<file path="src/rtl/write_back_register_file_if.sv">
// Bus bundle between the MEM/WB pipeline register / decode stage and the
// write-back register file. The master drives write-back fields and read
// addresses; the slave (register file) returns read data, the selected
// write-back value and the retired-write counter.
interface write_back_register_file_if #(
    parameter int unsigned DATA_WIDTH = 32,
    parameter int unsigned ADDR_WIDTH = 5
);
    logic                  RegWriteIn;
    logic                  MemToRegIn;
    logic [DATA_WIDTH-1:0] R_Data_In;
    logic [DATA_WIDTH-1:0] ALUResult_In;
    logic [ADDR_WIDTH-1:0] rDestSelected_in;
    logic [ADDR_WIDTH-1:0] ReadAddr1;
    logic [ADDR_WIDTH-1:0] ReadAddr2;
    logic [DATA_WIDTH-1:0] ReadData1;
    logic [DATA_WIDTH-1:0] ReadData2;
    logic [DATA_WIDTH-1:0] WriteData_Out;
    logic [DATA_WIDTH-1:0] WriteCount;

    modport master (
        output RegWriteIn, MemToRegIn, R_Data_In, ALUResult_In,
               rDestSelected_in, ReadAddr1, ReadAddr2,
        input  ReadData1, ReadData2, WriteData_Out, WriteCount
    );

    modport slave (
        input  RegWriteIn, MemToRegIn, R_Data_In, ALUResult_In,
               rDestSelected_in, ReadAddr1, ReadAddr2,
        output ReadData1, ReadData2, WriteData_Out, WriteCount
    );
endinterface

</file>
<file path="src/rtl/write_back_register_file.sv">
// Write-back stage and 32 x 32-bit integer register file.
// Selects memory read data or ALU result for write-back, commits it to the
// register file (r0 hardwired to zero), provides two combinational read
// ports for decode and counts retired register writes.
// Optional feature macro: WB_BYPASS_EN -- when defined, a read of the
// register being written in the same cycle returns the new value
// (write-before-read); otherwise it returns the pre-write contents.
module write_back_register_file (
    input  logic                          Clock,
    input  logic                          Reset_n,
    write_back_register_file_if.slave     wb
);
    localparam int unsigned DATA_WIDTH = 32;
    localparam int unsigned NUM_REGS   = 32;
    localparam int unsigned ADDR_WIDTH = 5;

    logic [DATA_WIDTH-1:0] regs_q [NUM_REGS];
    logic [DATA_WIDTH-1:0] write_count_q;
    logic [DATA_WIDTH-1:0] write_count_d;
    logic [DATA_WIDTH-1:0] write_data_c;
    logic                  commit_c;
    logic [DATA_WIDTH-1:0] read_data1_c;
    logic [DATA_WIDTH-1:0] read_data2_c;

    // Write-back select and commit qualification (r0 writes are discarded).
    always_comb begin
        write_data_c  = wb.MemToRegIn ? wb.R_Data_In : wb.ALUResult_In;
        commit_c      = wb.RegWriteIn && (wb.rDestSelected_in != ADDR_WIDTH'(0));
        write_count_d = write_count_q;
        if (commit_c) begin
            write_count_d = write_count_q + DATA_WIDTH'(1);
        end
    end

    // Register array and retired-write counter; reset clears everything.
    always_ff @(posedge Clock or negedge Reset_n) begin
        if (!Reset_n) begin
            for (int i = 0; i < int'(NUM_REGS); i++) begin
                regs_q[i] <= '0;
            end
            write_count_q <= '0;
        end else begin
            if (commit_c) begin
                regs_q[wb.rDestSelected_in] <= write_data_c;
            end
            write_count_q <= write_count_d;
        end
    end

    // Combinational read ports, r0 forced to zero, optional same-cycle bypass.
    always_comb begin
        read_data1_c = '0;
        read_data2_c = '0;
        if (wb.ReadAddr1 != ADDR_WIDTH'(0)) begin
            read_data1_c = regs_q[wb.ReadAddr1];
        end
        if (wb.ReadAddr2 != ADDR_WIDTH'(0)) begin
            read_data2_c = regs_q[wb.ReadAddr2];
        end
`ifdef WB_BYPASS_EN
        if (commit_c && (wb.ReadAddr1 == wb.rDestSelected_in)) begin
            read_data1_c = write_data_c;
        end
        if (commit_c && (wb.ReadAddr2 == wb.rDestSelected_in)) begin
            read_data2_c = write_data_c;
        end
`endif
    end

    assign wb.ReadData1     = read_data1_c;
    assign wb.ReadData2     = read_data2_c;
    assign wb.WriteData_Out = write_data_c;
    assign wb.WriteCount    = write_count_q;

endmodule

</file>
<file path="src/flat_wrapper.sv">
// flat-port wrapper written by rule: the top's interface ports become plain ports
module write_back_register_file_flat 
  (Clock, Reset_n, wb_RegWriteIn, wb_MemToRegIn, wb_R_Data_In, wb_ALUResult_In, wb_rDestSelected_in, wb_ReadAddr1, wb_ReadAddr2, wb_ReadData1, wb_ReadData2, wb_WriteData_Out, wb_WriteCount);
  write_back_register_file_if wb_i ();
  input  logic Clock;
  input  logic Reset_n;
  input wire logic [$bits(wb_i.RegWriteIn)-1:0] wb_RegWriteIn;
  input wire logic [$bits(wb_i.MemToRegIn)-1:0] wb_MemToRegIn;
  input wire logic [$bits(wb_i.R_Data_In)-1:0] wb_R_Data_In;
  input wire logic [$bits(wb_i.ALUResult_In)-1:0] wb_ALUResult_In;
  input wire logic [$bits(wb_i.rDestSelected_in)-1:0] wb_rDestSelected_in;
  input wire logic [$bits(wb_i.ReadAddr1)-1:0] wb_ReadAddr1;
  input wire logic [$bits(wb_i.ReadAddr2)-1:0] wb_ReadAddr2;
  output wire logic [$bits(wb_i.ReadData1)-1:0] wb_ReadData1;
  output wire logic [$bits(wb_i.ReadData2)-1:0] wb_ReadData2;
  output wire logic [$bits(wb_i.WriteData_Out)-1:0] wb_WriteData_Out;
  output wire logic [$bits(wb_i.WriteCount)-1:0] wb_WriteCount;
  assign wb_i.RegWriteIn = wb_RegWriteIn;
  assign wb_i.MemToRegIn = wb_MemToRegIn;
  assign wb_i.R_Data_In = wb_R_Data_In;
  assign wb_i.ALUResult_In = wb_ALUResult_In;
  assign wb_i.rDestSelected_in = wb_rDestSelected_in;
  assign wb_i.ReadAddr1 = wb_ReadAddr1;
  assign wb_i.ReadAddr2 = wb_ReadAddr2;
  assign wb_ReadData1 = wb_i.ReadData1;
  assign wb_ReadData2 = wb_i.ReadData2;
  assign wb_WriteData_Out = wb_i.WriteData_Out;
  assign wb_WriteCount = wb_i.WriteCount;
  write_back_register_file u_core (.Clock(Clock), .Reset_n(Reset_n), .wb(wb_i));
endmodule
</file>
<file path="config.mk">
export PLATFORM = sky130hd
export DESIGN_NAME = write_back_register_file_flat
export DESIGN_NICKNAME = d
export VERILOG_FILES = /design/src/rtl/write_back_register_file_if.sv /design/src/rtl/write_back_register_file.sv /design/src/flat_wrapper.sv
export SDC_FILE = /design/constraint.sdc
export NUM_CORES = 2
export LEC_CHECK = 0
export CAP_MARGIN = 20
export CORE_MARGIN = 4
export CORE_UTILIZATION = 60
export DETAILED_ROUTE_END_ITERATION = 10
export PLACE_DENSITY = 0.88
export RECOVER_POWER = 100
export SETUP_SLACK_MARGIN = 0.3
export SKIP_LAST_GASP = 1
export SLEW_MARGIN = 25
export SYNTH_ARGS = -nofsm -noshare
export SYNTH_HDL_FRONTEND = slang
export SYNTH_SLANG_ARGS = --single-unit
export TNS_END_PERCENT = 1
</file>
<file path="constraint.sdc">
create_clock -name Clock -period 2 [get_ports Clock]
set_input_delay 0.3 -clock Clock [delete_from_list [all_inputs] [get_ports Clock]]
set_output_delay 0.3 -clock Clock [all_outputs]
set_load 0.01 [all_outputs]
</file>
==> impl_metrics.tcl, run 1 <==
set metrics [dict create \
    ys_seq_elements 1056 \
    yosysSeqAreaShare 0.486 \
    avgSynthCellArea_um2 11.1 \
    grtUsageTotal 0.694 \
    detailed_place_hpwl_mm 140 \
    synth.distinct_cells 48 \
    synthArstFlopShare 1.00 \
    grt_max_degree 114 \
    place_congestion 0.936 \
    boundaryPins 211 \
    ys.flop_type "dfrtp_1" \
    synth_edf_count 0 \
    root_buffer "clkbuf_16" \
    status "stopped before the end" \
    yosysWarningCount 0 \
    dp.cells 6531 \
    cts_max_path_buffers 3 \
    cts_sinks 1056 \
    die_w_um 309 \
    gr-total-overflow 5 \
    die_y_um 309 \
    io_buffers 210 \
    syn_inst 4910 \
    first-error "[ERROR GRT-0232] Routing congestion too high. Check the congestion heatmap in the GUI." \
    place_ws_ns -1.03 \
    start_util 0.605 \
    num_rows 110 \
    syn-num-nets 4994 \
    h-tree-depth 3 \
    stop_stage "global routing (5_1_grt)" \
    syn_area_um2 54300 \
    cts_buffers 108 \
]
[routing by layer]
metal / GRT overflow / track usage
met5: 0 / 0.463
met4: 3 / 0.647
met3: 0 / 0.655
met2: 2 / 0.803
met1: 0 / 0.663
[through the flow]
step           instance area [um^2]   util  hold WS (ns)
2_1_floorplan                 55100      -       0.00441
3_3_place_gp                  64500  0.717         0.226
3_5_place_dp                  64500  0.717         0.228
4_1_cts                       68500  0.762        0.0611
[cells by family after synthesis]
logic type	synth area share
AND/OR/NAND/NOR	0.0923
adder cells (fa/ha/maj)	0.000230
XOR/XNOR	0.00500
AO/OA/AOI/OAI	0.141
buffers and inverters	0.0469
multiplexers	0.228
flip-flops	0.486
[repair_timing]
| item | CTS |
|---|---|
| setup endpoints to repair | 138 |
| setup buffers | 7 |
| pin swaps | 16 |
| hold buffers | 1 |
| endpoints found under the hold margin | 518 |
| gates cloned | 0 |
| resized for setup | 196 |
[cell usage after synthesis (5+ instances only)]
master     instances  area share
clkbuf_1         357       0.025
inv_1             37      0.0026
xor2_1             9      0.0015
a221oi_1          47      0.0076
buf_1              5     0.00035
buf_2            115       0.011
mux2_2            64       0.013
a211oi_1          64      0.0088
o21ai_1           45      0.0041
o2111ai_1         17      0.0027
xnor2_1           22      0.0035
mux2i_1          160       0.029
nor3_1             5     0.00046
buf_6              7      0.0015
nand3_1           14      0.0013
nor2b_1           68      0.0078
mux4_2           448        0.19
nand4_1           11      0.0013
a311oi_1          64       0.010
dfrtp_1         1056        0.49
nor2_1           403       0.028
nand2_1          660       0.046
o21ai_0          675       0.062
a21oi_1          384       0.035
nand3b_1           5     0.00069
and3_1             7     0.00081
buf_4             53      0.0073
nand2b_1           6     0.00069
a22oi_1           64      0.0088
==> inputs of run 2 (changes only) <==
Settings changed: CORE_UTILIZATION 60 to 40, PLACE_DENSITY 0.88 to default, PLACE_DENSITY_LB_ADDON from default to 0.15, SETUP_SLACK_MARGIN 0.3 to default.
==> impl_metrics.tcl, run 2 <==
set metrics [dict create \
    status "complete, but fails checks" \
    violations "max-capacitance violations, max-slew violations, negative setup slack" \
    synth.distinct_cells 48 \
    grt_max_degree 105 \
    fin_nets 5575 \
    grt_pass1_wl_mm 301 \
    hold_violations 0 \
    synthArstFlopShare 1.00 \
    max_stage_delay_ns 0.46 \
    gr-total-overflow 0 \
    syn-num-nets 4994 \
    drc 0 \
    synth_top_family_by_area "multiplexers" \
    detailed_place_hpwl_mm 140 \
    layout-drive-gt1-share 0.298 \
    ys_top_cells_by_count "dfrtp_1, o21ai_0, nand2_1" \
    grtUsageTotal 0.287 \
    path_cells "mux4_2, nor2b_1, a211oi_2, buf_4, a311oi_1, clkdlybuf4s15_1" \
    crit_path_end_kind "primary output" \
    power_mw 69.2 \
    yosysMostFrequentCell "dfrtp_1" \
    place_congestion 0.861 \
    tns_ns -141.53 \
    finalNonFillerCells 7365 \
    clk_latency_ns 0.74 \
    yosysWarningCount 0 \
    root_buffer "clkbuf_16" \
    synth_area_leader_cell "dfrtp_1" \
    antenna_found_initial 9 \
    finalSetupViolCount 833 \
    cts_buffers 119 \
    yosysSeqAreaShare 0.486 \
    fin_crit_sh 1.44 \
    crit_slowest_cell "mux4_2" \
    die_area_um2 142000 \
    h-tree-depth 3 \
    slew-limit-headroom -0.117 \
    grt_pass1_vias 43400 \
    syn_inst 4910 \
    cts_sinks 1056 \
    dr_total_vias 43000 \
    finalWirelength_mm 203 \
    ys_seq_elements 1056 \
    utilization 0.514 \
    synth_edf_count 0 \
    core_region_area_um2 134000 \
    clkTransAtPathRegs_ns 0.06 \
    final_common_cell "dfrtp_1" \
    avgViaCountPerCell 5.84 \
    wl_per_cell_um 27.6 \
    num_rows 134 \
    fmax_mhz 348 \
    start_util 0.405 \
    drv_slew 14 \
    rsz0062_at_grt "true" \
    worstHoldPathType "in -> reg" \
    worst_pin_slew_ns 1.68 \
    dp.cells 7141 \
    setup.worst_path.class "reg -> out" \
    startpoint_type "register" \
    synth_mux_area_frac 0.228 \
    p_leak_nw 29.8 \
    drtIter0Drc 3927 \
    synth_fa_ha_area_frac 0.000230 \
    largest_reg_flops 1024 \
    cts_max_path_buffers 3 \
    synthSimpleGateAreaFrac 0.0923 \
    boundaryPins 211 \
    ys.flop_type "dfrtp_1" \
    maxCapViolations 1 \
    peakVddDrop_v 0.000739 \
    area_delta_synth_final_pct 26.8 \
    synth_compound_area_frac 0.141 \
    avgSynthCellArea_um2 11.1 \
    cp.required_ns 1.70 \
    cp.arrival_ns 2.58 \
    layout_setup_ws_ns -0.877 \
    fill_cells 11900 \
    ant_nets 0 \
    regArea_um2 26400 \
    top_register "u_core.regs_q" \
    cts_tree "built" \
    synth_top_area_share 0.486 \
    synth_area_leaders "dfrtp_1, mux4_2, o21ai_0" \
    fin_worst_skew_ns 0.00834 \
    final_cell_mix "dfrtp_1, nand2_1, o21ai_0" \
    period_needed_ns 2.88 \
    syn_area_um2 54300 \
    drt-pass1-iter-count 7 \
    power.density_nw_per_um2 1000 \
    die_y_um 377 \
    io_buffers 210 \
    die_w_um 377 \
    critPathMaxFanout 3 \
    multi_input_area_um2 26300 \
    synthXorXnorAreaFrac 0.00500 \
    hold_slack_ns 0.248 \
]
## run 2: cell counts after synthesis
No cell type changed its count.
## run 2: what timing repair did
action,CTS,global route
setup buffers,4,0
hold buffers,2,0
pin swaps,27,1
setup endpoints to repair,117,121
endpoints found under the hold margin,757,0
gates resized for setup,279,11
## run 2: cell families (layout without fill, tap and decap cells)
group / count (synthesis) / in the layout
buf+inv: 574 / 1256
compound gates: 1363 / 1363
other cells: 0 / 5
mux: 672 / 672
fa+ha+maj: 1 / 1
flops: 1056 / 1056
simple gates: 1213 / 1213
xor+xnor: 31 / 31
## run 2: layout make-up
type                       count  share of cell area
sequential                  1056               0.383
multi-input combinational   3280               0.382
timing repair buffer         997               0.139
clock buffer                 169              0.0499
tap                         1768              0.0321
clock inverter                53              0.0121
inverter                      37             0.00209
antenna                        5            0.000182
## run 2: metrics by stage
step,worst slack (ns),cell area [um^2]
final,-0.877,68900
after global routing,-0.953,68900
after CTS,-0.891,70300
after detailed placement,-1.28,65600
after global placement,-1.28,65600
after floorplan,0.00339,54300
## run 2: worst max-delay path, delay by kind of cell (launching register included)
family,cells,cell delay [ns]
mux,1,0.46
simple gates,1,0.15
flops,1,0.39
compound gates,2,0.37
buf+inv,2,0.48
## run 2: final timing paths
| check | startpoint | to | slack, ns | cells past startpoint |
|---|---|---|---|---|
| min reg2reg | u_core.regs_q[1004] | u_core.regs_q[1004] | 0.40 | 0 |
| max | u_core.regs_q[650] | wb_ReadData1[10] | -0.88 | 6 |
| min in group asynchronous | Reset_n | u_core.regs_q[662] | 1.35 | 3 |
| max reg2reg | u_core.wb.WriteCount[1] | u_core.wb.WriteCount[28] | 0.16 | 5 |
| min | wb_MemToRegIn | u_core.regs_q[497] | 0.25 | 5 |
| max in group asynchronous | Reset_n | u_core.regs_q[238] | -0.27 | 4 |
## run 2: metal layers
layer / global-route usage / wire length (um) / vias up
met5: 0.00539 / 81 / -
met4: 0.0919 / 6600 / 6
met3: 0.0589 / 16300 / 330
met2: 0.436 / 91200 / 1647
met1: 0.416 / 88800 / 22000
li1: - / - / 19000
## run 2: power breakdown
group / leakage (nW) / switching [mW] / internal, mW
logic: 14.3 / 7.41 / 8.85
registers: 13.4 / 3.32 / 25.7
clock network: 2.08 / 9.44 / 14.4
total: 29.8 / 20.2 / 49.0
Power figures use the tool's default switching activity.
